$ cat config.mk
export PLATFORM = sky130hd
export DESIGN_NAME = fsic_axis_rx_fifo
export DESIGN_NICKNAME = d
export VERILOG_FILES = /design/src/rtl/fsic_axis_rx_fifo.sv
export SDC_FILE = /design/constraint.sdc
export NUM_CORES = 1
export LEC_CHECK = 0
export BUFFER_PORTS_ARGS = -buffer_cell sky130_fd_sc_hd__buf_2
export CORE_MARGIN = 1.5
export CORE_UTILIZATION = 60
export CTS_CLUSTER_SIZE = 20
export DETAILED_ROUTE_END_ITERATION = 8
export GPL_ROUTABILITY_DRIVEN = 0
export MAX_ROUTING_LAYER = met4
export PLACE_DENSITY = 0.79
export SLEW_MARGIN = 20
export SYNTH_ARGS = -nofsm -noshare
export SYNTH_HDL_FRONTEND = slang
export SYNTH_SLANG_ARGS = --single-unit
export TNS_END_PERCENT = 20
$ cat constraint.sdc
create_clock -name axis_clk -period 6.6 [get_ports axis_clk]
set_input_delay 0.33 -clock axis_clk [delete_from_list [all_inputs] [get_ports axis_clk]]
set_output_delay 0.33 -clock axis_clk [all_outputs]
set_load 0.005 [all_outputs]
$ cat src/rtl/fsic_axis_rx_fifo.sv
// fsic_axis_rx_fifo: FWFT receive buffer between io serdes RX and the axis switch
// Ports: is_as_* beats from io serdes (no backpressure), as_is_tready threshold
// flow-control bit back to the serdes, m_axis_* AXI-Stream master (FIFO head),
// fifo_count occupancy, ovf_flag sticky drop indicator cleared by ovf_clr.
module fsic_axis_rx_fifo #(
   parameter int pDATA_WIDTH = 32,
   parameter int pFIFO_DEPTH = 8,
   parameter int pTHRESHOLD  = 3
) (
   input  logic                             axis_clk,
   input  logic                             axis_rst_n,
   input  logic [pDATA_WIDTH-1:0]           is_as_tdata,
   input  logic [pDATA_WIDTH/8-1:0]         is_as_tstrb,
   input  logic [pDATA_WIDTH/8-1:0]         is_as_tkeep,
   input  logic                             is_as_tlast,
   input  logic [1:0]                       is_as_tid,
   input  logic [1:0]                       is_as_tuser,
   input  logic                             is_as_tvalid,
   output logic                             as_is_tready,
   output logic [pDATA_WIDTH-1:0]           m_axis_tdata,
   output logic [pDATA_WIDTH/8-1:0]         m_axis_tstrb,
   output logic [pDATA_WIDTH/8-1:0]         m_axis_tkeep,
   output logic                             m_axis_tlast,
   output logic [1:0]                       m_axis_tid,
   output logic [1:0]                       m_axis_tuser,
   output logic                             m_axis_tvalid,
   input  logic                             m_axis_tready,
   output logic [$clog2(pFIFO_DEPTH+1)-1:0] fifo_count,
   output logic                             ovf_flag,
   input  logic                             ovf_clr
);
   localparam int SW = pDATA_WIDTH / 8;
   localparam int AW = $clog2(pFIFO_DEPTH);
   localparam int CW = $clog2(pFIFO_DEPTH + 1);
   localparam int EW = 5 + 2 * SW + pDATA_WIDTH;

   logic [EW-1:0] mem_q [pFIFO_DEPTH];
   logic [AW-1:0] wr_ptr_q, rd_ptr_q;
   logic [CW-1:0] count_q, count_d;
   logic          ovf_q, ovf_d, rdy_q, rdy_d;
   logic          pop, push, drop;
   logic [EW-1:0] head;

   assign pop     = (count_q != '0) && m_axis_tready;
   // a full FIFO still accepts a beat when the head leaves in the same cycle
   assign push    = is_as_tvalid && ((int'(count_q) < pFIFO_DEPTH) || pop);
   assign drop    = is_as_tvalid && !push;
   assign count_d = count_q + CW'(push) - CW'(pop);
   assign ovf_d   = drop || (ovf_q && !ovf_clr);
   assign rdy_d   = int'(count_d) < pFIFO_DEPTH - pTHRESHOLD;
   assign head    = (count_q != '0) ? mem_q[rd_ptr_q] : '0;

   assign {m_axis_tlast, m_axis_tid, m_axis_tuser, m_axis_tkeep, m_axis_tstrb, m_axis_tdata} = head;
   assign m_axis_tvalid = count_q != '0;
   assign fifo_count    = count_q;
   assign ovf_flag      = ovf_q;
   assign as_is_tready  = rdy_q;

   // storage needs no reset: output is gated by occupancy
   always_ff @(posedge axis_clk)
      if (push)
         mem_q[wr_ptr_q] <= {is_as_tlast, is_as_tid, is_as_tuser, is_as_tkeep, is_as_tstrb, is_as_tdata};

   always_ff @(posedge axis_clk or negedge axis_rst_n)
      if (!axis_rst_n) begin
         wr_ptr_q <= '0;
         rd_ptr_q <= '0;
         count_q  <= '0;
         ovf_q    <= 1'b0;
         rdy_q    <= 1'b0;
      end else begin
         wr_ptr_q <= push ? wr_ptr_q + AW'(1) : wr_ptr_q;
         rd_ptr_q <= pop ? rd_ptr_q + AW'(1) : rd_ptr_q;
         count_q  <= count_d;
         ovf_q    <= ovf_d;
         rdy_q    <= rdy_d;
      end
endmodule

==> summary.md <==
| Metric | Value |
|---|---|
| Status | `complete, no violations` |
| Synth Area in Compound Gates | `just over 3%` |
| GRT Overall Usage | `roughly a quarter` |
| Share of cells above drive strength 1 | `36.2%` |
| Leading cell type in the layout, fill and taps excluded | `edfxtp_1` |
| Initial DRT Pass Iterations | `5` |
| Synth-to-layout area growth | `14.5%` |
| Number of synthesized flops with an enable pin | `360` |
| Die height | `~160 um` |
| Clock period minus worst slack | `3.36 ns` |
| Bufs on Longest Clock Path | `3` |
| Largest net degree at the start of global routing | `69` |
| Die Wd | `156 um` |
| Routed len/inst | `24.8 um` |
| Commonest non-fill, non-tap cells in the layout | `edfxtp_1 (360), buf_2 (101), mux4_2 (90), a22o_1 (45), clkbuf_16 (38)` |
| Final number of setup-violating endpoints | `0` |
| VDD IR-drop max | `0.000542 V` |
| Sink Count | `about 370` |
| Synth unique cells | `31` |
| Async SR Flop Fraction | `3.23%` |
| Crit path capture type | `primary output` |
| Nets@finish | `775` |
| Pleak | `roughly 0.0054 uW` |
| Synthesized instance count | `590` |
| Yosys warnings | `0` |
| Layout Cells excl Fill | `1060` |
| DR vias/cell | `6.13` |
| CTS Buf Count | `37` |
| Register area share after synthesis | `78.8%` |
| Most common flop cell mapped by yosys | `edfxtp_1` |
| GRT Residual Overflow | `0` |
| Post-Synth Adder-Cell Area | `0.763%` |
| Hold buffer count at CTS | `1` |
| Critical Path RT | `6.27 ns` |
| CP arrival | `between 3 and 4 ns` |
| Vias in the first global route | `6999` |
| Netlist Area Pre-Place | `14100 sq um` |
| Slew Limit Headroom | `34.7%` |
| Worst hold-check path type | `primary input to flop` |
| Die ar. | `approximately 24000 sq um` |
| Fmax | `a little under 0.3 GHz` |
| Worst-margin pin slew | `0.979 ns` |
| CTS-repair resized insts | `0` |
| Synthesized net count | `648` |
| Maxcap violations | `0` |
| Total core area | `22800 sq um` |
| Post-synthesis simple-gate area fraction | `less than 1%` |
| #FFs+latches synth | `372` |
| CTS tree | `done` |
| Setup TNS | `0 ns` |
| Clk pin slew, worst setup/hold paths | `0.06 ns` |
| Crit Path Max Fanout | `38` |
| Final wirelength | `26300 um` |
| Post-Synth XOR/XNOR Area | `less than 1%` |
| DRC Markers | `0` |
| First-pass GRT wire length | `around 40000 um` |
| Htree depth | `2` |
| # IOs | `102` |
| Final Skew | `0.0232 ns` |
| Drt first-iter violations | `571` |
| Mux contribution to synthesized area | `between 10 and 15%` |
| Via count | `6493` |
| RSZ-0062 raised after global routing | `no` |
| Post-route ant nets | `0` |
| Post-CTS setup buffers | `0` |
| CP Class | `flop to primary output` |
| Port Buf Inserts | `101` |
| Final hold vios | `0` |
| Slew Limit Fails | `0` |
| Largest family of logic cells by synthesized area | `multiplexers` |
| Post-DP HPWL | `between 10000 and 15000 um` |
| Antenna violations before repair | `3` |
| Power Dens Cells | `~440 nW/um^2` |
| Startpoint Class | `flop` |
| Post-Syn Area per Cell | `23.9 sq um` |
| Placed cell count | `990` |
| Initial Util | `61.7%` |
| Tcrit/Tclk final | `50.9%` |
| Root Buffer | `clkbuf_16` |
| Skew-Pair Late Insertion Delay | `0.51 ns` |
| Rows | `55` |
==> logic make-up (layout without fill, tap and decap cells) <==
group                      count (synthesis)  after routing
AOI/OAI and AO/OA                         50             50
other                                      0              3
and+or+nand+nor                           22             22
xor gates and xnor gates                   6              6
DFF                                      372            372
buffers and inverters                     39            193
adders and majority gates                  8              8
muxes                                     93             93
==> cell usage after synthesis, drive strengths merged (2+ instances only) <==
cell type	n	area [sq um]
a22o	45	394
inv	8	30.0
nor3	4	20.0
nor2	4	15.0
nand2b	3	18.8
nand3	2	10.0
nand2	2	7.51
mux2	2	22.5
nand4	2	12.5
ha	7	87.6
dfrtp	12	300
edfxtp	360	10800
clkbuf	6	22.5
mux4	90	2030
xnor2	5	43.8
buf	25	159
==> flip-flops by register name, indices dropped and copies added, names as in the netlist <==
name,cells
rd_ptr_q,3
ovf_flag,1
mem_q,360
wr_ptr_q,3
fifo_count,4
as_is_tready,1
==> power breakdown <==
| part | switching (uW) | internal, uW | total (uW) |
|---|---|---|---|
| combinational | 1010 | 1020 | 2030 |
| sequential | 193 | 2920 | 3110 |
| clock | 808 | 1120 | 1930 |
==> critical path, stage by stage, from the launching register on <==
cell	delay, ns
dfrtp_4	0.92
buf_4	0.60
mux4_2	0.59
a22o_1	0.27
buf_2	0.13
==> path summary, 6_finish.rpt <==
| kind | start | cells after the start | end | slack [ns] |
|---|---|---|---|---|
| setup reg to reg | fifo_count[3]$_DFF_PN0_ | 12 | as_is_tready$_DFF_PN0_ | 3.71 |
| hold / removal | is_as_tdata[6] | 1 | mem_q[4][6]$_DFFE_PP_ | 0.08 |
| max in group asynchronous | axis_rst_n | 2 | rd_ptr_q[0]$_DFFE_PN0P_ | 6.10 |
| setup / recovery | rd_ptr_q[0]$_DFFE_PN0P_ | 4 | m_axis_tdata[19] | 3.24 |
| min in group asynchronous | axis_rst_n | 2 | fifo_count[3]$_DFF_PN0_ | 0.25 |
| hold reg to reg | ovf_flag$_DFF_PN0_ | 1 | ovf_flag$_DFF_PN0_ | 0.49 |
==> metal layers <==
metal,up-vias,wire (um),GRT usage [%]
met5,-,0,-
met4,0,497,6.39
met3,42,1920,4.29
met2,252,13300,38.1
met1,3406,10600,31.0
li1,2793,-,-
==> stage by stage <==
stage               cell area (sq um)  hold WS [ns]  util, %  setup slack, ns  total power, uW
floorplan                       14100        0.0344        -            0.743             4550
global placement                15000         0.215     65.7             3.74             5150
detailed placement              15000         0.224     65.7             3.71             5220
CTS                             16100        0.0712     70.6             3.15             7150
global route                    16100        0.0817     70.7             3.02             7390
finish                          16100        0.0837     70.7             3.24             7070
==> area by class of cell <==
type                       instances  area [sq um]
inverter                           8          30.0
antenna                            3          7.51
fill                            1386          6700
sequential                       372         11100
timing repair buffer             119           643
clock inverter                    16           108
clock buffer                      50          1020
multi-input combinational        179          2830
tap                              313           392
Note: power is estimated with default switching activity, not from simulation.
